File: src/rtl/vga_timing_gen.sv
// VGA raster timing generator: pixel-clock enable, hc/vc counters, blank and sync,
// plus copies of blank/sync delayed by PIPE_DLY pixels to match sprite-ROM latency.
module vga_timing_gen #(
  parameter int CLK_DIV   = 4,
  parameter int H_VISIBLE = 640,
  parameter int H_FP      = 16,
  parameter int H_SYNC    = 96,
  parameter int H_BP      = 48,
  parameter int V_VISIBLE = 480,
  parameter int V_FP      = 10,
  parameter int V_SYNC    = 2,
  parameter int V_BP      = 33,
  parameter bit SYNC_POL  = 1'b0,
  parameter int PIPE_DLY  = 2
) (
  input  logic        clk,
  input  logic        rst,
  output logic        pix_en,
  output logic [10:0] hc,
  output logic [10:0] vc,
  output logic        blank,
  output logic        hsync,
  output logic        vsync,
  output logic        frame_start,
  output logic        blank_d,
  output logic        hsync_d,
  output logic        vsync_d
);

  localparam int H_TOTAL = H_VISIBLE + H_FP + H_SYNC + H_BP;
  localparam int V_TOTAL = V_VISIBLE + V_FP + V_SYNC + V_BP;
  localparam int DIV_W   = (CLK_DIV > 1) ? $clog2(CLK_DIV) : 1;

  localparam logic [DIV_W-1:0] DIV_MAX = DIV_W'(CLK_DIV - 1);
  localparam logic [10:0] H_MAX    = 11'(H_TOTAL - 1);
  localparam logic [10:0] V_MAX    = 11'(V_TOTAL - 1);
  localparam logic [10:0] H_VIS    = 11'(H_VISIBLE);
  localparam logic [10:0] V_VIS    = 11'(V_VISIBLE);
  localparam logic [10:0] HS_START = 11'(H_VISIBLE + H_FP);
  localparam logic [10:0] HS_END   = 11'(H_VISIBLE + H_FP + H_SYNC);
  localparam logic [10:0] VS_START = 11'(V_VISIBLE + V_FP);
  localparam logic [10:0] VS_END   = 11'(V_VISIBLE + V_FP + V_SYNC);
  localparam logic        ACT      = SYNC_POL;
  localparam logic        IDLE     = ~SYNC_POL;

  logic [DIV_W-1:0] div;
  logic [10:0]      hc_nxt, vc_nxt;
  logic             wrap_frame;
  logic             blank_nxt, hsync_nxt, vsync_nxt;
  logic [2:0]       dly [PIPE_DLY];

  // NOTE: state registers use non-blocking assignments and an async reset term in the
  // sensitivity list, so reset clears them immediately without waiting for a clk edge.
  always_ff @(posedge clk or posedge rst) begin
    if (rst) begin
      div    <= '0;
      pix_en <= 1'b0;
    end else begin
      div    <= (div == DIV_MAX) ? '0 : div + 1'b1;
      pix_en <= (div == DIV_MAX);
    end
  end

  // NOTE: every always_comb output gets a default first so no path can infer a latch.
  always_comb begin
    hc_nxt     = hc + 11'd1;
    vc_nxt     = vc;
    wrap_frame = 1'b0;
    if (hc == H_MAX) begin
      hc_nxt = '0;
      if (vc == V_MAX) begin
        vc_nxt     = '0;
        wrap_frame = 1'b1;
      end else begin
        vc_nxt = vc + 11'd1;
      end
    end
    blank_nxt = (hc_nxt >= H_VIS) || (vc_nxt >= V_VIS);
    hsync_nxt = (hc_nxt >= HS_START && hc_nxt < HS_END) ? ACT : IDLE;
    vsync_nxt = (vc_nxt >= VS_START && vc_nxt < VS_END) ? ACT : IDLE;
  end

  // Decoded outputs are registered from the next counter values so they switch with hc/vc.
  always_ff @(posedge clk or posedge rst) begin
    if (rst) begin
      hc          <= '0;
      vc          <= '0;
      blank       <= 1'b0;
      hsync       <= IDLE;
      vsync       <= IDLE;
      frame_start <= 1'b0;
      for (int i = 0; i < PIPE_DLY; i++) dly[i] <= {1'b1, IDLE, IDLE};
    end else begin
      frame_start <= 1'b0;
      if (pix_en) begin
        hc          <= hc_nxt;
        vc          <= vc_nxt;
        blank       <= blank_nxt;
        hsync       <= hsync_nxt;
        vsync       <= vsync_nxt;
        frame_start <= wrap_frame;
        dly[0]      <= {blank, hsync, vsync};
        for (int i = 1; i < PIPE_DLY; i++) dly[i] <= dly[i-1];
      end
    end
  end

  assign blank_d = dly[PIPE_DLY-1][2];
  assign hsync_d = dly[PIPE_DLY-1][1];
  assign vsync_d = dly[PIPE_DLY-1][0];

endmodule

File: config.mk
export PLATFORM = sky130hd
export DESIGN_NAME = vga_timing_gen
export DESIGN_NICKNAME = d
export VERILOG_FILES = /design/src/rtl/vga_timing_gen.sv
export SDC_FILE = /design/constraint.sdc
export NUM_CORES = 1
export LEC_CHECK = 0
export ABC_CLOCK_PERIOD_IN_PS = 2600
export CAP_MARGIN = 20
export CORE_MARGIN = 1
export CORE_UTILIZATION = 34
export DETAILED_ROUTE_END_ITERATION = 7
export PLACE_DENSITY_LB_ADDON = 0.1
export SYNTH_ARGS = -nofsm -noshare
export SYNTH_HDL_FRONTEND = slang
export SYNTH_SLANG_ARGS = --single-unit
File: constraint.sdc
create_clock -name clk -period 2.6 [get_ports clk]
set_input_delay 0.26 -clock clk [delete_from_list [all_inputs] [get_ports clk]]
set_output_delay 0.26 -clock clk [all_outputs]
set_load 0.01 [all_outputs]
==> results.md, run 1 <==
* Worst-path clk slew at ~70 ps
* Comb power frac at under 10%
* Sw Ratio at 21.3%
* WHS at approximately 370 ps
* Tmin final at between 2000 and 2500 ps
* Netlist cell types at 48
* Unrepaired setup endpoints after global routing: no
* Synth top area cells: dfrtp_1 34%, dfstp_2 11%, o21ai_0 5.8%
* Worst min-delay path class: input port to asynchronous set/reset pin
* DIE AREA at between 0.006 and 0.007 sq mm
* Commonest non-fill, non-tap cell in the layout: clkdlybuf4s50_1
* EDFF count, synth at 0
* Yosys reg bits at 35
* DRT antenna net count at 0
* H-tree depth at 2
* Area grow syn2layout at 28.2%
* Skew-Pair Late Insertion Delay at between 200 and 300 ps
* Max Buffers Root-to-Sink at 2
* Row cnt at 27
* CTS Root Cell: clkbuf_8
* Register area share after synthesis at approximately 45%
* Syn_nets at 213
* Int Pwr at between 0.7 and 0.8 mW
* Finish-stage setup viols at 0
* Placement Setup Slack at between 200 and 250 ps
* Pins Over Slew Limit at 0
* Routed via count at around 1700
* Max_slew headroom at roughly 70%
* Crit start category: flop
* Post-synth ARST share at 100%
* Max_cap viols at 0
* DRT iter0 DRCs at 98
* Port Buf Inserts at 31
* WP data required at 2770 ps
* Layout Utilization at a little under half
* Psw at about 0.21 mW
* Clock Sinks at 35
* Num CTS Buffers at 5
* Hold_buf cts at 0
* Final setup TNS at 0 ps
* Most used DFF post-synth: dfrtp_1
* Worst Path Max Fanout at 8
* TritonCTS clock tree: done
* Initial Util at 35.7%
* Boundary Pins at 32
* Final Hold Vio Count at 0
* R2r worst-path depth at 8
* Reg2reg end: blank
* Worst flop-to-flop path startpoint: vc[0]
* Critical path class: flop to flop
* DRC Markers at 0
* Vias in the first global route at 1634
* Placer congestion estimate at a little under 0.8
* Most frequent cells in the layout: 31 x clkdlybuf4s50_1, 27 x dfrtp_1, 23 x o21ai_0
* CORE AREA at ~0.0056 sq mm
* DP Cell Count at around 310
* Total track usage at around 17%
* Seq pwr share at around 54%
* Avg Cell Area, Syn at just under 10 sq um
* Global-route wire length before repair at a little over 8000 um
* Top cell type by total area after synthesis: dfrtp_1
* Post-DP HPWL at between 3000 and 4000 um
* Crit share post-route at 93.0%
* ANT cells at 0
* Vias per cell at approximately 5.2
* Detailed Route WL at around 4800 um
* Fillers at approximately 560
* Reg2reg setup slack at 180 ps
* Wire length per cell at roughly 15 um
* Layout Cells excl Fill at about 320
* Min setup slack post-route at 183 ps
* Setup Skew at between 3 and 4 ps
* Total global routing overflow at 0
* Yosys top cell area share at 33.9%
* Nets at between 200 and 300
* Leakage at about 1 nW
* Maximum vdd drop at roughly 0.00021 V
* Critical path arrival at about 2600 ps
* Slew of the pin with the lowest slew margin at 455 ps
* Die height at between 70 and 80 um
* Mapped Area at 0.00199 sq mm
* Mapped Cells at between 200 and 250
* Status: finished clean
* Pwr dens at 392 mW/mm^2
* Die Width at approximately 79 um
* PostCTS Resize Cnt at 0
* Antenna violations before repair at 0
* CP Capture Type: flop
* Postcts setup bufs at 0
* Largest net degree at the start of global routing at 36
* Warnings from Yosys at 0
* Layout cell share with drive strength beyond 1 at between 20% and 30%
* Clk pwr share at ~44%
* F_max at 414 MHz
* DRT Pass-1 Iters at 4
[metrics by stage]
stage | area (sq um) | power (mW)
after global routing | 2550 | 1.05
after floorplan | 1990 | 0.563
after detailed placement | 2450 | 0.569
after CTS | 2550 | 1.02
final | 2550 | 1.00
after global placement | 2450 | 0.569
[area by class of cell]
class,count,area (sq um),share of cell area [%]
clock inverter,1,7.51,0.294
sequential,35,886,34.7
clock buffer,7,96.3,3.77
multi-input combinational,154,1020,40.0
inverter,6,22.5,0.882
tap,72,90.1,3.53
timing repair buffer,47,430,16.9
[logic make-up (layout without fill, tap and decap cells)]
group | count (synthesis) | in the layout | synth area share [%]
AOI/OAI and AO/OA | 48 | 48 | 15.7
DFF | 35 | 35 | 44.5
muxes | 8 | 8 | 4.53
xor gates and xnor gates | 10 | 10 | 4.40
and+or+nand+nor | 84 | 84 | 24.1
adders and majority gates | 4 | 4 | 2.51
buffers and inverters | 18 | 61 | 4.27
[how the worst max path moves through the flow]
stage	from	to	slack [ps]	depth (start not counted)
after global placement	hc[0]	vsync	250	7
after CTS	vc[0]	blank	190	8
after global routing	hc[0]	blank	10	8
final	vc[0]	blank	180	8
after floorplan	vc[0]	blank	230	8
after detailed placement	hc[0]	vsync	240	7
[sequential cells by signal, summed over array words and instances, names as in the netlist]
register     cells
blank            1
blank_d          1
div              2
dly              3
frame_start      1
hc              11
hsync            1
hsync_d          1
pix_en           1
vc              11
vsync            1
vsync_d          1
[critical path, cell delays in order, from the launching register on]
cell and delay [ps]:
dfrtp_1 460, inv_1 90, ha_1 150, or4b_2 640, nor3_4 200, and2_1 180
a311o_1 170, o21ai_0 100, o32a_1 300
[cells in the mapped netlist (2+ instances only)]
master,number
and4_1,3
buf_6,2
or4b_2,2
xnor2_1,7
or2_2,2
or3_1,2
and3_1,7
and2_1,2
inv_1,6
o22ai_1,2
nor2b_1,4
o31ai_1,3
a21oi_1,5
nand4_1,4
o21a_1,3
dfstp_2,8
o32a_1,2
nand3_1,8
nor3_1,4
nand2_1,18
dfrtp_1,27
nor2_1,15
o21ai_0,23
ha_1,4
clkbuf_1,8
nand2b_1,3
mux2_2,8
buf_2,2
a22oi_1,2
xor2_1,3
[power by group through the flow]
stage          logic, mW  clock network [mW]  registers [mW]
5_1_grt           0.0160               0.489           0.545
2_1_floorplan    0.00792                   0           0.555
3_3_place_gp      0.0141                   0           0.555
6_report          0.0132               0.444           0.545
4_1_cts           0.0143               0.464           0.545
3_5_place_dp      0.0144                   0           0.555
[metal layers]
metal / GRT usage [%] / wire length [um] / vias to the layer above
li1: - / - / 832
met1: 22.5 / 2200 / 806
met2: 27.2 / 2330 / 32
met3: 3.37 / 153 / 8
met4: 5.74 / 79 / 0
met5: 0 / 0 / -
No activity file was read; power rests on OpenSTA's default activity.
==> run 2, diff against run 1 <==
Settings changed: CTS_CLUSTER_SIZE set to 30.
==> results of run 2 <==
The final DEF is identical to that of run 1; final timing and power are the same.
==> run 3, diff against run 2 <==
Settings changed: CORE_UTILIZATION 34 to 53, MAX_ROUTING_LAYER set to met4.
==> results.md, run 3 (synthesized netlist as in run 1, its figures left out) <==
* Vias per cell at 5.90 (+13%)
* Largest net degree at the start of global routing at 36 (unchanged)
* Detailed Route WL at 4350 um (-8.7%)
* Sw Ratio at 20.7% (-0.64 points)
* PostCTS Resize Cnt at 0 (unchanged)
* Met1 Track Usage GR at 33.3% (+11 points)
* Initial Util at 57.4% (+22 points)
* Leakage at 0.958 nW (-3.0%)
* Seq pwr share at 51.9% (-2.5 points)
* Hold_buf cts at 0 (unchanged)
* GR Layer Usage met3 at 6.70% (+3.3 points)
* Pins Over Slew Limit at 0 (unchanged)
* TritonCTS clock tree: done
* Slew of the pin with the lowest slew margin at 583 ps (+128 ps)
* Worst-path clk slew at 70 ps (about the same)
* Critical path arrival at 2680 ps (+90 ps)
* Area grow syn2layout at 24.4%
* Int Pwr at 0.832 mW (+5.6%)
* Max Buffers Root-to-Sink at 2 (unchanged)
* Clock Sinks at 35 (unchanged)
* Setup Skew at 10.8 ps (+6.82 ps)
* Met2 Track Usage GR at 37.0% (+9.7 points)
* Post-DP HPWL at 2950 um (-11%)
* Die Width at 63.3 um (-19%)
* Commonest non-fill, non-tap cell in the layout: clkdlybuf4s50_1
* Tmin final at 2460 ps (+44.8 ps)
* Comb power frac at 1.2% (about the same)
* Nets at 248 (-2.7%)
* Port Buf Inserts at 31 (unchanged)
* DIE AREA at 0.00400 sq mm (-35%)
* H-tree depth at 2 (unchanged)
* DRT antenna net count at 0 (unchanged)
* Crit start category: flop
* Final Hold Vio Count at 0 (unchanged)
* Final setup TNS at 0 ps (unchanged)
* CORE AREA at 0.00347 sq mm (-38%)
* Wire length per cell at 15.0 um (+1.7%)
* DRC Markers at 0 (unchanged)
* Boundary Pins at 32 (unchanged)
* Max_cap viols at 0 (unchanged)
* Skew-Pair Late Insertion Delay at 300 ps (about the same)
* Most frequent cells in the layout: 31 x clkdlybuf4s50_1, 27 x dfrtp_1, 23 x o21ai_0
* Status: finished clean
* Routed via count at 1706 (+1.7%)
* Slowest CP cell: or3_1
* Psw at 0.217 mW (+1.6%)
* Global-route layer with the greatest usage: met2
* Delay of the slowest cell on the worst path at 620 ps (-20 ps)
* Placer congestion estimate at 0.845 (+8.5%)
* Max_slew headroom at 60.9% (-8.8 points)
* Total global routing overflow at 0 (unchanged)
* Antenna violations before repair at 0 (unchanged)
* Placed instance area at 0.00236 sq mm (-3.5%)
* Clk pwr share at 46.9% (+2.6 points)
* CP cell instances: ha_1 > nand4_1 > or3_1 > or4_4 > nand3_2 > a21oi_2 > a41oi_2
* Worst Path Max Fanout at 9 (+1)
* CTS Root Cell: clkbuf_8
* Worst min-delay path class: input port to asynchronous set/reset pin
* CP Capture Type: flop
* Postcts setup bufs at 0 (unchanged)
* Pwr dens at 424 mW/mm^2 (+8.0%)
* Registers with the most flip-flops: hc (11), vc (11), dly (3)
* ANT cells at 0 (unchanged)
* DRT Pass-1 Iters at 4 (unchanged)
* Critical path class: flop to flop
* Layout Utilization at 71.4% (+26 points)
* WP data required at 2820 ps (+50 ps)
* Maximum vdd drop at 0.000361 V (+68%)
* DRT iter0 DRCs at 147 (+50%)
* Global-route wire length before repair at 7510 um (-7.9%)
* Crit share post-route at 94.7% (+1.7 points)
* Unrepaired setup endpoints after global routing: no
* Vias in the first global route at 1645 (+0.67%)
* F_max at 406 MHz (-1.8%)
* Total track usage at 24.7% (+7.8 points)
* Final instance area at 0.00248 sq mm (-3.0%)
* Die height at 63.3 um (-19%)
* Num CTS Buffers at 5 (unchanged)
* Finish-stage setup viols at 0 (unchanged)
* Row cnt at 21 (-22%)
* Layout cell share with drive strength beyond 1 at 18.9% (-2.3 points)
run 3: cell count changes in the layout (fill, tap and decap cells not counted):
cell	delta
buf_4	-7
clkbuf_8	-2
bufinv_16	+1
clkinv_2	+1
clkinv_4	+1
clkinvlp_4	-1
run 3: metrics by stage:
stage | cells | total power [mW] | setup slack (ps) | hold slack [ps]
floorplan | 207 | 0.563 | 233 | 403
finish | 289 | 1.05 | 138 | 349
global route | 289 | 1.09 | 25.4 | 407
detailed placement | 281 | 0.568 | 227 | 426
CTS | 289 | 1.06 | 162 | 366
global placement | 281 | 0.568 | 275 | 414
run 3: power by group through the flow:
stage          Sequential [mW]  Clock [mW]  Combinational (mW)
2_1_floorplan            0.555           0             0.00792
3_3_place_gp             0.555           0              0.0131
3_5_place_dp             0.555           0              0.0133
4_1_cts                  0.545       0.500              0.0134
5_1_grt                  0.545       0.528              0.0152
6_report                 0.545       0.492              0.0124
run 3: metal layers:
metal  vias to the layer above  share of wire (%)
met5                         -                  0
met4                         0                1.3
met3                        11                6.1
met2                        69                 45
met1                       804                 47
li1                        822                  -
run 3: area by class of cell:
type | instances | area (sq um)
multi-input combinational | 154 | 1020
fill | 282 | 992
inverter | 6 | 22.5
clock inverter | 3 | 43.8
sequential | 35 | 886
timing repair buffer | 40 | 378
tap | 46 | 57.6
clock buffer | 5 | 68.8
run 3: path summary, 6_finish.rpt:
path | startpoint | slack, ps | depth (start not counted) | endpoint
max in group asynchronous | rst | 1920 | 3 | vsync
worst max-delay path | hc[0] | 140 | 7 | vsync
worst min-delay path | rst | 350 | 3 | vc[2]
worst min register to register | div[0] | 450 | 1 | div[0]
worst max register to register | hc[0] | 140 | 7 | vsync
min in group clk | div[0] | 450 | 1 | div[0]
run 3: critical path: cells and delay by family (launching register included):
kind	cells	cell delay (ps)
simple gates	4	1550
fa+ha+maj	1	230
flops	1	420
compound gates	2	190
